--- src/rtl/fetch_unit.sv ---
// Instruction fetch stage: issues word fetches, buffers one instruction for decode, handles redirects.
// Optional FETCH_ILLEGAL_HALT_EN: halt fetching and raise sticky illegal_o on an unsupported opcode.
module fetch_unit #(
  parameter logic [31:0] RESET_PC = 32'h0000_0000
) (
  input  logic        clk_i,
  input  logic        rst_n_i,
  output logic        imem_req_o,
  output logic [31:0] imem_addr_o,
  input  logic        imem_ack_i,
  input  logic [31:0] imem_data_i,
  input  logic        redirect_i,
  input  logic [31:0] redirect_pc_i,
  input  logic        ready_i,
  output logic        valid_o,
  output logic [31:0] instr_o,
  output logic [5:0]  opcode_o,
  output logic [31:0] pc4_o,
  output logic        illegal_o
);

  localparam int unsigned PC_W  = 32;
  localparam int unsigned OP_W  = 6;
  localparam int unsigned OP_LO = 26;

  typedef enum logic [1:0] {
    BOOT = 2'd0,
    RUN  = 2'd1,
    HALT = 2'd2
  } state_t;

  state_t          state;
  state_t          state_next;
  logic [PC_W-1:0] pc;
  logic [PC_W-1:0] pc_plus4;
  logic            fire;
  logic            xfer;
  logic            halt_req;

  assign pc_plus4    = pc + PC_W'(4);
  assign imem_addr_o = pc;
  assign opcode_o    = instr_o[PC_W-1:OP_LO];

  // Request only when the buffer has (or is freeing) room; a redirect cancels the cycle's fetch.
  assign imem_req_o = (state == RUN) & (~valid_o | ready_i) & ~redirect_i;
  assign fire       = imem_req_o & imem_ack_i;
  assign xfer       = valid_o & ready_i;

`ifdef FETCH_ILLEGAL_HALT_EN
  function automatic logic op_supported(input logic [OP_W-1:0] op);
    case (op)
      6'b000000, 6'b100011, 6'b101011, 6'b000100: op_supported = 1'b1;
      default:                                    op_supported = 1'b0;
    endcase
  endfunction

  logic illegal;

  assign halt_req  = fire & ~op_supported(imem_data_i[PC_W-1:OP_LO]);
  assign illegal_o = illegal;

  always_ff @(posedge clk_i or negedge rst_n_i) begin
    if (!rst_n_i) begin
      illegal <= 1'b0;
    end else if (redirect_i) begin
      illegal <= 1'b0;
    end else if (halt_req) begin
      illegal <= 1'b1;
    end
  end
`else
  assign halt_req  = 1'b0;
  assign illegal_o = 1'b0;
`endif

  always_ff @(posedge clk_i or negedge rst_n_i) begin
    if (!rst_n_i) begin
      state <= BOOT;
    end else begin
      state <= state_next;
    end
  end

  always_comb begin
    state_next = state;
    case (state)
      BOOT:    state_next = RUN;
      RUN:     if (halt_req) state_next = HALT;
      HALT:    state_next = HALT;
      default: state_next = BOOT;
    endcase
    if (redirect_i) state_next = RUN;
  end

  // Single-entry buffer: redirect flushes, fetch refills (even while draining), transfer empties.
  always_ff @(posedge clk_i or negedge rst_n_i) begin
    if (!rst_n_i) begin
      pc      <= {RESET_PC[PC_W-1:2], 2'b00};
      valid_o <= 1'b0;
      instr_o <= '0;
      pc4_o   <= '0;
    end else if (redirect_i) begin
      pc      <= {redirect_pc_i[PC_W-1:2], 2'b00};
      valid_o <= 1'b0;
    end else if (fire) begin
      instr_o <= imem_data_i;
      pc4_o   <= pc_plus4;
      pc      <= pc_plus4;
      valid_o <= 1'b1;
    end else if (xfer) begin
      valid_o <= 1'b0;
    end
  end

endmodule

--- config.mk ---
export PLATFORM = sky130hd
export DESIGN_NAME = fetch_unit
export DESIGN_NICKNAME = d
export VERILOG_FILES = /design/src/rtl/fetch_unit.sv
export SDC_FILE = /design/constraint.sdc
export NUM_CORES = 1
export LEC_CHECK = 0
export BUFFER_PORTS_ARGS = -buffer_cell sky130_fd_sc_hd__buf_2
export CORE_MARGIN = 2
export CORE_UTILIZATION = 50
export CTS_CLUSTER_DIAMETER = 60
export DETAILED_ROUTE_END_ITERATION = 8
export PLACE_DENSITY = 0.78
export SYNTH_ARGS = -nofsm -noshare
export SYNTH_HDL_FRONTEND = slang
export SYNTH_SLANG_ARGS = --single-unit
--- constraint.sdc ---
create_clock -name clk_i -period 3.76 [get_ports clk_i]
set_input_delay 0.376 -clock clk_i [delete_from_list [all_inputs] [get_ports clk_i]]
set_output_delay 0.376 -clock clk_i [all_outputs]
set_load 0.01 [all_outputs]
==> results of run 1 <==
-- synthesized netlist by cell type (all sizes together) (2+ instances only) --
cell type	instances
nand2b	3
xor2	6
nand4	7
dfrtp	95
clkbuf	8
a21o	4
xnor2	22
buf	32
nor4	8
nor3	10
nor2	17
o311ai	2
and3	5
a221o	12
inv	3
nor3b	3
a22oi	13
nand2	139
o21ai	53
nand3	13
a21oi	5
and4	7
-- worst paths after layout --
kind / slack [ns] / depth (start not counted) / endpoint / from
max in group asynchronous: 2.77 / 2 / pc4_o[30] / rst_n_i
setup reg to reg: 1.70 / 6 / imem_addr_o[14] / imem_addr_o[2]
hold reg to reg: 0.47 / 1 / state[0] / state[1]
min in group clk_i: 0.21 / 3 / instr_o[2] / imem_data_i[2]
setup / recovery: 1.56 / 6 / imem_addr_o[11] / redirect_i
hold / removal: 0.19 / 1 / pc4_o[11] / rst_n_i
-- state kept, by name, indices dropped and copies added (netlist names) --
register     cells
instr_o         32
pc4_o           30
valid_o          1
state            2
imem_addr_o     30
-- kinds of logic (layout without fill, tap and decap cells) --
family / count (synthesis) / count (layout)
simple gates: 215 / 215
buf+inv: 43 / 188
compound gates: 90 / 90
other cells: 1 / 5
xor+xnor: 28 / 28
flops: 95 / 95
fa+ha+maj: 1 / 1
-- power by group through the flow --
stage                     registers [mW]  clock network (mW)  logic, mW
after global routing                1.33               0.780      0.631
after CTS                           1.31               0.744      0.575
after detailed placement            1.32                   0      0.573
final                               1.31               0.731      0.567
after floorplan                     1.37                   0      0.260
after global placement              1.32                   0      0.558
-- metrics by stage --
step	worst slack [ns]	power, mW	area (um2)
floorplan	1.99	1.63	4450
global placement	1.30	1.87	5230
detailed placement	1.23	1.90	5230
CTS	1.58	2.63	5440
global route	1.42	2.74	5440
finish	1.56	2.60	5440
-- cell usage in the layout, fill, tap and decap left out, types with 2 or more instances in the layout --
cell type	instances
a22oi_1	13
nor4_1	6
nor2_1	16
xor2_1	6
o311ai_1	2
clkbuf_8	9
o21ai_0	37
nand3_1	13
a21o_1	4
inv_1	3
nand2b_1	3
and4_1	6
conb_1	5
o21ai_1	16
nor3_1	9
bufinv_16	2
xnor2_1	22
dfrtp_1	95
and3_1	5
nand2_1	139
buf_4	5
nand4_1	5
a221o_1	12
buf_2	165
a21oi_1	5
nor3b_1	3
nor4_2	2
-- area by class of cell --
cell class / instances / area share, %
clock buffer: 10 / 2.34
tap: 108 / 2.48
clock inverter: 5 / 1.52
sequential: 95 / 43.7
timing repair buffer: 170 / 15.9
inverter: 3 / 0.207
multi-input combinational: 339 / 33.9
-- routing by layer --
| layer | global-route usage, % | part of all wire (%) | vias up |
|---|---|---|---|
| li1 | - | - | 1890 |
| met1 | 31.5 | 44 | 1886 |
| met2 | 38.2 | 49 | 139 |
| met3 | 3.29 | 5.4 | 19 |
| met4 | 8.01 | 1.8 | 0 |
| met5 | 0 | 0 | - |
==> results.py, run 1 <==
metrics = {
    "synthesis": {
        "synth_compound_area_share_pct": 12.7,
        "avgSynthCellArea_um2": 9.38,
        "yosys.area_share.simple_pct": 22.7,
        "synth_area_leaders": "dfrtp_1 (54%), nand2_1 (12%), xnor2_1 (4.3%)",
        "ys.flop_type": "dfrtp_1",
        "synth-seq-area-share_pct": 53.6,
        "synth_edf_count": 0,
        "synth_fa_ha_area_share_pct": 0.282,
        "syn_inst": 473,
        "syn_area_um2": 4440,
        "synth_area_leader_cell": "dfrtp_1",
        "netlist.area_leader.share_pct": 53.6,
        "synthXorXnorAreaFrac_pct": 5.53,
        "synth-async-reset-ratio_pct": 100,
        "ys_types": 37,
        "yosysWarnings": 0,
        "synth_top_family_by_area": "simple AND/OR/NAND/NOR gates",
        "synth.mux.area_fraction_pct": 0,
        "synth-seq-cells": 95,
    },
    "timing": {
        "report.final.slew_viol_count": 0,
        "hold_viol": 0,
        "setup_violations": 0,
        "post-route-min-period_ns": 2.20,
        "worst_pin_slew_ns": 1.03,
        "fin_worst_skew_ns": 0.0191,
        "rsz0062_at_grt": "no",
        "min_period_over_period_pct": 58.4,
        "max_slew_margin_pct": 31.4,
        "hold_ws_ns": 0.194,
        "fmax_mhz": 455,
        "finalSetupTns_ns": 0,
    },
    "global_routing": {
        "overflow": 0,
        "grt_pass1_vias": 3793,
        "grt_use_total_pct": 23.1,
        "antenna_found_initial": 0,
        "grt_pass1_wl_um": 18200,
        "grt_max_degree": 82,
    },
    "routing": {
        "drtIter0Drc": 172,
        "drc": 0,
        "drtAntennaViolNets": 0,
        "wire_per_inst_um": 15.3,
        "routed_via_density": 5.39,
        "num_vias": 3934,
        "totalWireLength_um": 11200,
        "dr.pass1.iters": 5,
    },
    "critical_path": {
        "crit_chain": "buf_2, nor2_1, and4_1, nor2_2, o21ai_0, o311ai_1",
        "path_class": "input port to flop",
        "crit_family": "simple AND/OR/NAND/NOR gates",
        "start_kind": "input port",
        "path_buf_inv": 1,
        "worstPathMaxFanout": 36,
        "cp.arrival_ns": 2.43,
        "max_stage_delay_ns": 0.75,
        "cp.required_ns": 3.99,
        "slowest_stage": "nor2_2",
        "end_kind": "flop",
    },
    "layout": {
        "drive_above_1_share_pct": 30.7,
        "final_cells": 730,
        "fill_cells": 749,
        "multi_input_area_um2": 1850,
        "final-seq-area_um2": 2380,
        "nNetsFinal": 688,
        "fin_util_pct": 62.7,
        "n_antenna_cell": 0,
        "areaGrowthSynthToFinish_pct": 22.7,
    },
    "run_status": {
        "outcome": "completed",
    },
    "power": {
        "power_frac_comb_pct": 21.8,
        "powerDensity_nw_per_um2": 478,
        "vdd_ir_drop_max_mv": 0.281,
        "seq_power_share_pct": 50.2,
        "p_sw_mw": 0.813,
        "p_clk_share_pct": 28.1,
        "p_leak_nw": 2.76,
        "cell_internal_pwr_mw": 1.79,
        "swShare_pct": 31.2,
    },
    "worst_hold_path": {
        "min_path_type": "input port to asynchronous set/reset pin",
    },
    "floorplan": {
        "dieArea_um2": 9640,
        "fp-row-count": 34,
        "die_w_um": 98.2,
        "io_pins": 174,
        "core_um2": 8680,
        "start_util_pct": 51.1,
        "die_y_um": 98.2,
    },
    "placement": {
        "placed_cells": 715,
        "io_buffers": 166,
        "gp_congestion": 0.776,
        "hpwlAfterDp_um": 7740,
    },
    "cts": {
        "numClockSinks": 95,
        "post_cts_buffers": 0,
        "insertion_delay_ns": 0.36,
        "clockRootBuffer": "clkbuf_8",
        "hold_buffers": 0,
        "cts_buffer_depth": 2,
        "cts_tree": "done",
        "cts_resized": 0,
        "cts_max_level": 3,
        "path_clk_slew_ns": 0.09,
        "numCtsBuffers": 9,
    },
    "run": {
        "max_cap_violations": 0,
    },
}
No activity file was read; power rests on OpenSTA's default activity.
==> run 2: changes to the inputs <==
--- a/config.mk
+++ b/config.mk
@@ -7,10 +7,10 @@
 export LEC_CHECK = 0
 export BUFFER_PORTS_ARGS = -buffer_cell sky130_fd_sc_hd__buf_2
 export CORE_MARGIN = 2
-export CORE_UTILIZATION = 50
+export CORE_UTILIZATION = 49
 export CTS_CLUSTER_DIAMETER = 60
 export DETAILED_ROUTE_END_ITERATION = 8
-export PLACE_DENSITY = 0.78
+export PLACE_DENSITY = 0.76
 export SYNTH_ARGS = -nofsm -noshare
 export SYNTH_HDL_FRONTEND = slang
 export SYNTH_SLANG_ARGS = --single-unit
==> constraint.sdc (replaced) <==
create_clock -name clk_i -period 2.3 [get_ports clk_i]
set_input_delay 0.23 -clock clk_i [delete_from_list [all_inputs] [get_ports clk_i]]
set_output_delay 0.23 -clock clk_i [all_outputs]
set_load 0.01 [all_outputs]
==> results.py, run 2 (synthesized netlist as in run 1, its figures left out) <==
metrics = {
    "run_status": {
        "outcome": "completed",
    },
    "run": {
        "max_cap_violations": 0,
    },
    "placement": {
        "io_buffers": 166,
        "hpwlAfterDp_um": 7770,
        "pre_cts_slack_ns": 0.276,
        "gp_congestion": 0.835,
    },
    "cts": {
        "insertion_delay_ns": 0.36,
        "cts_buffer_depth": 2,
        "numClockSinks": 95,
        "numCtsBuffers": 9,
        "path_clk_slew_ns": 0.10,
        "cts_max_level": 3,
        "clockRootBuffer": "clkbuf_8",
        "cts_tree": "done",
    },
    "critical_path": {
        "worstPathMaxFanout": 7,
        "path_class": "flop to flop",
        "cp-endpoint": "imem_addr_o[14]",
        "r2r_cells": 6,
        "reg2reg_to": "imem_addr_o[14]",
        "ff2ff_setup_slack_ns": 0.27,
        "cp.required_ns": 2.55,
        "cp.arrival_ns": 2.28,
        "start_kind": "flop",
        "critPathLaunch": "imem_addr_o[2]",
        "end_kind": "flop",
        "crit-reg2reg-launch": "imem_addr_o[2]",
    },
    "layout": {
        "drive_above_1_share_pct": 31.2,
        "n_antenna_cell": 0,
        "fill_cells": 767,
        "nNetsFinal": 691,
        "final_common_cell": "buf_2",
        "areaGrowthSynthToFinish_pct": 23.8,
        "final-seq-area_um2": 2380,
        "multi_input_area_um2": 1850,
        "top_register": "instr_o",
        "final_cell_mix": "buf_2 (165), nand2_1 (139), dfrtp_1 (95)",
        "largest_register_ffs": 32,
    },
    "power": {
        "vdd_ir_drop_max_mv": 0.337,
        "p_leak_nw": 2.79,
        "powerDensity_nw_per_um2": 760,
    },
    "timing": {
        "max_slew_margin_pct": 36.1,
        "report.final.slew_viol_count": 0,
        "fin_worst_skew_ns": 0.0152,
        "finalSetupTns_ns": 0,
        "hold_viol": 0,
        "rsz0062_at_grt": "no",
        "fmax_mhz": 493,
        "post-route-min-period_ns": 2.03,
        "layout_setup_ws_ns": 0.271,
        "min_period_over_period_pct": 88.2,
        "worst_pin_slew_ns": 0.958,
        "setup_violations": 0,
    },
    "routing": {
        "drc": 0,
        "routed_via_density": 5.32,
        "drtIter0Drc": 181,
        "num_vias": 3906,
        "drtAntennaViolNets": 0,
        "dr.pass1.iters": 5,
        "wire_per_inst_um": 14.9,
        "totalWireLength_um": 11000,
    },
    "global_routing": {
        "grt_pass1_wl_um": 17700,
        "overflow": 0,
        "grt_max_degree": 72,
        "grt_pass1_vias": 3635,
        "antenna_found_initial": 0,
        "grt_use_total_pct": 22.4,
    },
    "floorplan": {
        "fp-row-count": 34,
        "die_w_um": 99.2,
        "core_um2": 8760,
        "start_util_pct": 50.6,
        "io_pins": 174,
        "die_y_um": 99.2,
        "dieArea_um2": 9830,
    },
    "worst_hold_path": {
        "min_path_type": "input port to flop",
    },
}
## run 2: metrics by stage
| step | hold WS, ns | utilization, % | power [mW] | area [um2] | cells |
|---|---|---|---|---|---|
| global route | 0.0507 | 62.7 | 4.41 | 5490 | 734 |
| CTS | 0.0400 | 62.7 | 4.21 | 5490 | 734 |
| detailed placement | 0.293 | 60.3 | 3.11 | 5290 | 717 |
| global placement | 0.280 | 60.3 | 3.08 | 5290 | 717 |
| finish | 0.0571 | 62.7 | 4.17 | 5490 | 734 |
| floorplan | -0.0656 | - | 2.67 | 4450 | 477 |
## run 2: per-layer routing
metal / GRT usage, % / vias to the layer above / share of wire, %
met5: 0 / - / 0
met4: 8.75 / 0 / 1.8
li1: - / 1909 / -
met1: 31.0 / 1851 / 43
met2: 36.2 / 131 / 49
met3: 2.74 / 15 / 5.5
## run 2: where the power goes
part / internal, mW / switching, mW
registers: 1.92 / 0.217
clock network: 0.507 / 0.597
logic: 0.410 / 0.527
## run 2: how the worst min path moves through the flow
stage | startpoint | end | slack, ns | depth (start not counted)
CTS | imem_data_i[13] | instr_o[13] | 0.04 | 3
global route | imem_data_i[19] | instr_o[19] | 0.05 | 3
finish | imem_data_i[13] | instr_o[13] | 0.06 | 3
floorplan | rst_n_i | imem_addr_o[10] | -0.07 | 0
global placement | rst_n_i | pc4_o[9] | 0.28 | 1
detailed placement | rst_n_i | pc4_o[9] | 0.29 | 1
## run 2: area by class of cell
class | instances | share of cell area (%)
well taps | 108 | 2.46
flip-flops and latches | 95 | 43.3
multi-input cells | 339 | 33.6
inverters | 3 | 0.205
clock buffers | 9 | 2.26
clock inverters | 7 | 1.30
repair buffers | 173 | 16.9
## run 2: worst max-delay path, stage by stage, from the launching register on
cell     delay (ns)
dfrtp_1        0.47
ha_1           0.29
and3_1         0.34
nand2_1        0.20
nor2_1         0.20
o21ai_0        0.12
a221o_1        0.31
## run 2: timing repair
item	CTS	global route
endpoints found under the hold margin	46	0
gates resized for setup	0	0
hold buffers	1	0
buffers inserted	0	0
